<file path="src/rtl/decoder_pkg.sv">
// ----------------------------------------------------------------------------
// decoder_pkg
// Shared types and helpers for the registered N-to-2^N decoder.
//   state_e      : decoder FSM states (idle / hold a decoded code / scan)
//   MODE_DIRECT  : i_mode value selecting direct decode
//   MODE_SCAN    : i_mode value selecting autonomous scan
//   onehot()     : one-hot of an index, sized for the widest supported decoder;
//                  callers size-cast the result down to their own OUT_W.
// ----------------------------------------------------------------------------
package decoder_pkg;

    typedef enum logic [1:0] {
        StIdle,
        StHold,
        StScan
    } state_e;

    localparam logic MODE_DIRECT = 1'b0;
    localparam logic MODE_SCAN   = 1'b1;

    // Widest decoder the helper can serve (SEL_W must not exceed this).
    localparam int unsigned MAX_SEL_W = 8;
    localparam int unsigned MAX_OUT_W = 1 << MAX_SEL_W;

    function automatic logic [MAX_OUT_W-1:0] onehot(input logic [MAX_SEL_W-1:0] idx);
        logic [MAX_OUT_W-1:0] v;
        v      = '0;
        v[idx] = 1'b1;
        return v;
    endfunction

endpackage

</file>
<file path="src/rtl/decoder_scan_ctr.sv">
// ----------------------------------------------------------------------------
// decoder_scan_ctr
// Index and dwell counters for the decoder scan mode, plus the wrap pulse.
//   i_clk    : system clock, rising edge
//   i_rst    : asynchronous active-high reset
//   i_clear  : restart the scan: index 0, dwell counter loaded from i_dwell
//   i_run    : scan is progressing this cycle
//   i_dwell  : dwell count; each index is held i_dwell+1 cycles
//   o_idx    : current scan index
//   o_wrap   : one-cycle pulse on the cycle the index returns to 0
//   o_step   : index advances at the coming edge (combinational)
// ----------------------------------------------------------------------------
module decoder_scan_ctr #(
    parameter int unsigned SEL_W   = 3,
    parameter int unsigned DWELL_W = 4
) (
    input  logic               i_clk,
    input  logic               i_rst,
    input  logic               i_clear,
    input  logic               i_run,
    input  logic [DWELL_W-1:0] i_dwell,
    output logic [SEL_W-1:0]   o_idx,
    output logic               o_wrap,
    output logic               o_step
);

    logic [SEL_W-1:0]   r_idx;
    logic [DWELL_W-1:0] r_cnt;
    logic               r_wrap;
    logic               w_step;

    assign w_step = i_run & ~i_clear & (r_cnt == '0);

    always_ff @(posedge i_clk or posedge i_rst) begin
        if (i_rst) begin
            r_idx  <= '0;
            r_cnt  <= '0;
            r_wrap <= 1'b0;
        end else if (i_clear) begin
            r_idx  <= '0;
            r_cnt  <= i_dwell;
            r_wrap <= 1'b0;
        end else if (i_run) begin
            if (r_cnt == '0) begin
                // Dwell is re-sampled at every step so it can be changed on the fly.
                r_idx  <= r_idx + 1'b1;
                r_cnt  <= i_dwell;
                r_wrap <= (r_idx == {SEL_W{1'b1}});
            end else begin
                r_cnt  <= r_cnt - 1'b1;
                r_wrap <= 1'b0;
            end
        end else begin
            r_wrap <= 1'b0;
        end
    end

    assign o_idx  = r_idx;
    assign o_wrap = r_wrap;
    assign o_step = w_step;

endmodule

</file>
<file path="src/rtl/decoder_nto2n_seq.sv">
// ----------------------------------------------------------------------------
// decoder_nto2n_seq
// Registered N-to-2^N one-hot decoder with enable, valid/ready input handshake
// and an autonomous scan mode that walks the one-hot across all outputs.
//   i_clk       : system clock, rising edge
//   i_rst       : asynchronous active-high reset
//   i_en        : enable; 0 forces the outputs inactive and aborts a scan
//   i_mode      : 0 = direct decode, 1 = scan
//   i_in_valid  : i_sel is valid (direct mode)
//   o_in_ready  : sel is accepted this cycle (en & ~mode & ~rst)
//   i_sel       : code to decode
//   i_dwell     : scan dwell; each index is held dwell+1 cycles
//   o_out       : registered one-hot output
//   o_out_valid : o_out holds a decoded or scan value
//   o_scan_wrap : one-cycle pulse when the scan returns to index 0
// Build option: DECODER_ACTIVE_LOW_EN drives o_out one-cold (inactive = all ones).
// ----------------------------------------------------------------------------
module decoder_nto2n_seq
    import decoder_pkg::*;
#(
    parameter int unsigned SEL_W   = 3,
    parameter int unsigned DWELL_W = 4,
    localparam int unsigned OUT_W  = 2 ** SEL_W
) (
    input  logic               i_clk,
    input  logic               i_rst,
    input  logic               i_en,
    input  logic               i_mode,
    input  logic               i_in_valid,
    output logic               o_in_ready,
    input  logic [SEL_W-1:0]   i_sel,
    input  logic [DWELL_W-1:0] i_dwell,
    output logic [OUT_W-1:0]   o_out,
    output logic               o_out_valid,
    output logic               o_scan_wrap
);

    state_e             r_state;
    state_e             w_state_d;
    logic [OUT_W-1:0]   r_hot;
    logic [OUT_W-1:0]   w_hot_d;
    logic               r_out_valid;
    logic               w_xfer;
    logic               w_scan_run;
    logic [SEL_W-1:0]   w_idx;
    logic [SEL_W-1:0]   w_idx_nxt;
    logic               w_step;
    logic               w_wrap;

    assign o_in_ready = i_en & (i_mode == MODE_DIRECT) & ~i_rst;
    assign w_xfer     = i_in_valid & o_in_ready;

    // The scan counters only advance while we stay in scan; any other path
    // (entry, exit, disable) restarts them at index 0.
    assign w_scan_run = (r_state == StScan) & (w_state_d == StScan);
    assign w_idx_nxt  = w_idx + 1'b1;

    decoder_scan_ctr #(
        .SEL_W   (SEL_W),
        .DWELL_W (DWELL_W)
    ) u_scan_ctr (
        .i_clk   (i_clk),
        .i_rst   (i_rst),
        .i_clear (~w_scan_run),
        .i_run   (w_scan_run),
        .i_dwell (i_dwell),
        .o_idx   (w_idx),
        .o_wrap  (w_wrap),
        .o_step  (w_step)
    );

    // State and output registers.
    always_ff @(posedge i_clk or posedge i_rst) begin
        if (i_rst) begin
            r_state     <= StIdle;
            r_hot       <= '0;
            r_out_valid <= 1'b0;
        end else begin
            r_state     <= w_state_d;
            r_hot       <= w_hot_d;
            r_out_valid <= (w_state_d != StIdle);
        end
    end

    // Next state, in priority order: disable, enter scan, leave scan, transfer.
    always_comb begin
        w_state_d = r_state;
        if (!i_en) begin
            w_state_d = StIdle;
        end else if ((i_mode == MODE_SCAN) && (r_state != StScan)) begin
            w_state_d = StScan;
        end else if ((i_mode == MODE_DIRECT) && (r_state == StScan)) begin
            w_state_d = StIdle;
        end else if (w_xfer) begin
            w_state_d = StHold;
        end
    end

    // Next one-hot value for the output register.
    always_comb begin
        w_hot_d = r_hot;
        unique case (w_state_d)
            StIdle: w_hot_d = '0;
            StHold: begin
                if (w_xfer) begin
                    w_hot_d = OUT_W'(onehot(MAX_SEL_W'(i_sel)));
                end
            end
            StScan: begin
                if (r_state != StScan) begin
                    w_hot_d = OUT_W'(onehot(MAX_SEL_W'(0)));
                end else if (w_step) begin
                    w_hot_d = OUT_W'(onehot(MAX_SEL_W'(w_idx_nxt)));
                end
            end
            default: w_hot_d = '0;
        endcase
    end

`ifdef DECODER_ACTIVE_LOW_EN
    assign o_out = ~r_hot;
`else
    assign o_out = r_hot;
`endif
    assign o_out_valid = r_out_valid;
    assign o_scan_wrap = w_wrap;

endmodule

</file>
<file path="config.mk">
export PLATFORM = sky130hd
export DESIGN_NAME = decoder_nto2n_seq
export DESIGN_NICKNAME = d
export VERILOG_FILES = /design/src/rtl/decoder_pkg.sv /design/src/rtl/decoder_scan_ctr.sv /design/src/rtl/decoder_nto2n_seq.sv
export SDC_FILE = /design/constraint.sdc
export NUM_CORES = 1
export LEC_CHECK = 0
export CAP_MARGIN = 40
export CELL_PAD_IN_SITES_DETAIL_PLACEMENT = 0
export CELL_PAD_IN_SITES_GLOBAL_PLACEMENT = 1
export CORE_UTILIZATION = 39
export DETAILED_ROUTE_END_ITERATION = 8
export PLACE_DENSITY = 0.86
export SYNTH_ARGS = -nofsm -noshare
export SYNTH_HDL_FRONTEND = slang
export SYNTH_SLANG_ARGS = --single-unit
</file>
<file path="constraint.sdc">
create_clock -name i_clk -period 2.2 [get_ports i_clk]
set_clock_uncertainty 0.05 [all_clocks]
set_input_delay 0.33 -clock i_clk [delete_from_list [all_inputs] [get_ports i_clk]]
set_output_delay 0.33 -clock i_clk [all_outputs]
set_load 0.02 [all_outputs]
</file>
==> impl_metrics.ini <==
[clocking]
cts.htree.levels = 1
tritoncts = done
cts_hold_buf = 0
clock_sinks = 19
path_clk_slew_ps = 110
cts.path.max_buffers = 2
clock_latency_ps = 300
cts_buffers = 3
cts-root-buf = clkbuf_4

[placed_design]
port_buffers = 22
dpl.hpwl_um = 1727
gp_congestion = 0.7370

[global_routing]
antenna_found_initial = 0
grt_max_degree = 20
grt_pass1_vias = 858
grt_pass1_wl_um = 3732
grt_overflow = 0
grt_use_total_pct = 17.57

[setup_path]
regToRegSetupSlack_ps = 290
path_class = primary input to output port
reg2reg_to = o_out[2]$_DFFE_PP0P_
r2r-start = r_state[0]$_DFF_PP0_
end_kind = output port
required_ps = 1820
crit_arrival_ps = 1730
start_kind = primary input
critPathLaunch = i_en
cp_max_fo = 3
reg2reg_depth = 6

[detailed_routing]
dr_wl_met3_um = 101
firstDrtPassIters = 4
ant_nets = 0
drtIter0Drc = 9
vias = 914
drc_errors = 0
wl_met2_um = 1167
maxUsedRoutingLayer = met4
routedWlPerCell_um = 14.05
drt-vias-per-instance = 5.440
wl_um = 2361
m1WireLength_um = 1082

[cells_and_area]
nets = 157
area_growth_pct = 32.95
drive_gt1_share_pct = 18.12
fill_cells = 238
final_core_util_pct = 57.02
n_antenna_cell = 0
layout_common_cells = clkdlybuf4s50_1, dfrtp_1, buf_4, inv_1, o21ai_0
final_common_cell = clkdlybuf4s50_1

[timing]
worst_pin_slew_ps = 547.2
rsz0062_at_grt = no
tns_ps = 0
finalHoldViolCount = 0
period_needed_ps = 2110
max_clock_freq_ghz = 0.4740
slew_headroom_pct = 63.44
drv_slew = 0
setup_viol = 0
fin_crit_sh_pct = 95.91

[synthesis]
ys_seq_area_share_pct = 43.18
synthArstFlopShare_pct = 100.0
syn_avg_cell_area_um2 = 10.79
syn_nets = 120
ys.flop_type = dfrtp_1
yosysWarnings = 0
syn_inst = 102
yosysTopAreaCell = dfrtp_1
ys_top_cells_by_area = dfrtp_1, ha_1, o2bb2ai_1
ys_types = 37
syn_area_mm2 = 0.001101
ys_seq_elements = 19
synth_edf_count = 0
synth_top_area_share_pct = 43.18

[die]
std_cell_rows = 18
ioPinCount = 23
start_util_pct = 42.88
coreArea_mm2 = 0.002567
die_x_um = 55.14
die_area_mm2 = 0.003040
fp.dieH_um = 55.14

[worst_hold_path]
hp-class = primary input to asynchronous set/reset pin

[power]
power-per-cell-area_mw_per_mm2 = 446.5
leakagePower_nw = 0.6505
ir_drop_v = 0.0003233

[run]
maxCapViolations = 0

[run_status]
status = completed
[cells by family after synthesis]
| group | Yosys count | synth area share (%) |
|---|---|---|
| compound gates | 30 | 21.02 |
| xor+xnor | 2 | 1.591 |
| fa+ha+maj | 6 | 6.818 |
| flops | 19 | 43.18 |
| buf+inv | 12 | 5.113 |
| simple gates | 30 | 19.55 |
| mux | 3 | 2.727 |
[critical path, stage by stage]
cell             delay (ps)
clkdlybuf4s50_1         480
nor2b_2                 180
and2_1                  140
clkdlybuf4s50_1         600
[stage by stage]
step	hold slack, ps	power, W	area [um2]	setup slack (ps)	std cells
global placement	424.8	0.0004847	1434	-137.4	164
CTS	453.9	0.0006654	1461	79.46	168
detailed placement	425.3	0.0004872	1434	-184.1	164
floorplan	236.3	0.0004287	1101	299.6	102
global route	460.2	0.0006940	1464	2.016	168
finish	447.9	0.0006536	1464	90.09	168
[report_power, final]
group | leakage [nW] | switching, W | internal [W] | total [W]
logic | 0.379 | 0.0000536 | 0.0000589 | 0.000112
registers | 0.254 | 0.00000895 | 0.000359 | 0.000368
clock network | 0.0177 | 0.000106 | 0.0000677 | 0.000174
[routing by layer]
layer	GRT usage [%]	vias to the layer above
met4	3.750	0
met3	5.738	2
met2	30.92	19
met5	0	-
met1	20.67	438
li1	-	455
[layout make-up]
cell class | instances | area [um2] | area share (%)
multi-input combinational | 71 | 571.8 | 39.06
inverter | 9 | 33.78 | 2.308
tap | 30 | 37.54 | 2.564
clock inverter | 1 | 5.005 | 0.3419
sequential | 19 | 475.5 | 32.48
clock buffer | 3 | 22.52 | 1.538
timing repair buffer | 35 | 317.8 | 21.71
[how the worst max path moves through the flow]
stage,end,cells after the start
6_report,o_in_ready,4
5_1_grt,o_in_ready,4
4_1_cts,o_in_ready,4
3_5_place_dp,o_out[2]$_DFFE_PP0P_,8
3_3_place_gp,o_out[2]$_DFFE_PP0P_,8
2_1_floorplan,o_out[2]$_DFFE_PP0P_,7
[cells in the mapped netlist (2+ instances only)]
cell / count
a31oi_1: 3
dfrtp_1: 19
o21ai_0: 8
nor4bb_1: 2
and4bb_2: 2
inv_1: 9
xnor2_1: 2
nor2b_1: 2
and2_1: 2
nand2_1: 3
o2bb2ai_1: 7
and4b_1: 2
nor2_1: 7
o21a_1: 2
mux2i_1: 3
a32oi_1: 3
ha_1: 6
[state kept, by name, summed over array words and instances, names as in the netlist]
name	cells
u_scan_ctr.o_wrap	1
o_out_valid	1
o_out	8
u_scan_ctr.r_cnt	4
u_scan_ctr.o_idx	3
r_state	2
[timing repair]
action | 4_1_cts | 5_1_grt
gates resized for setup | 0 | 1
setup buffers | 0 | 0
setup endpoints to repair | 0 | 1
Note: power is estimated with default switching activity, not from simulation.
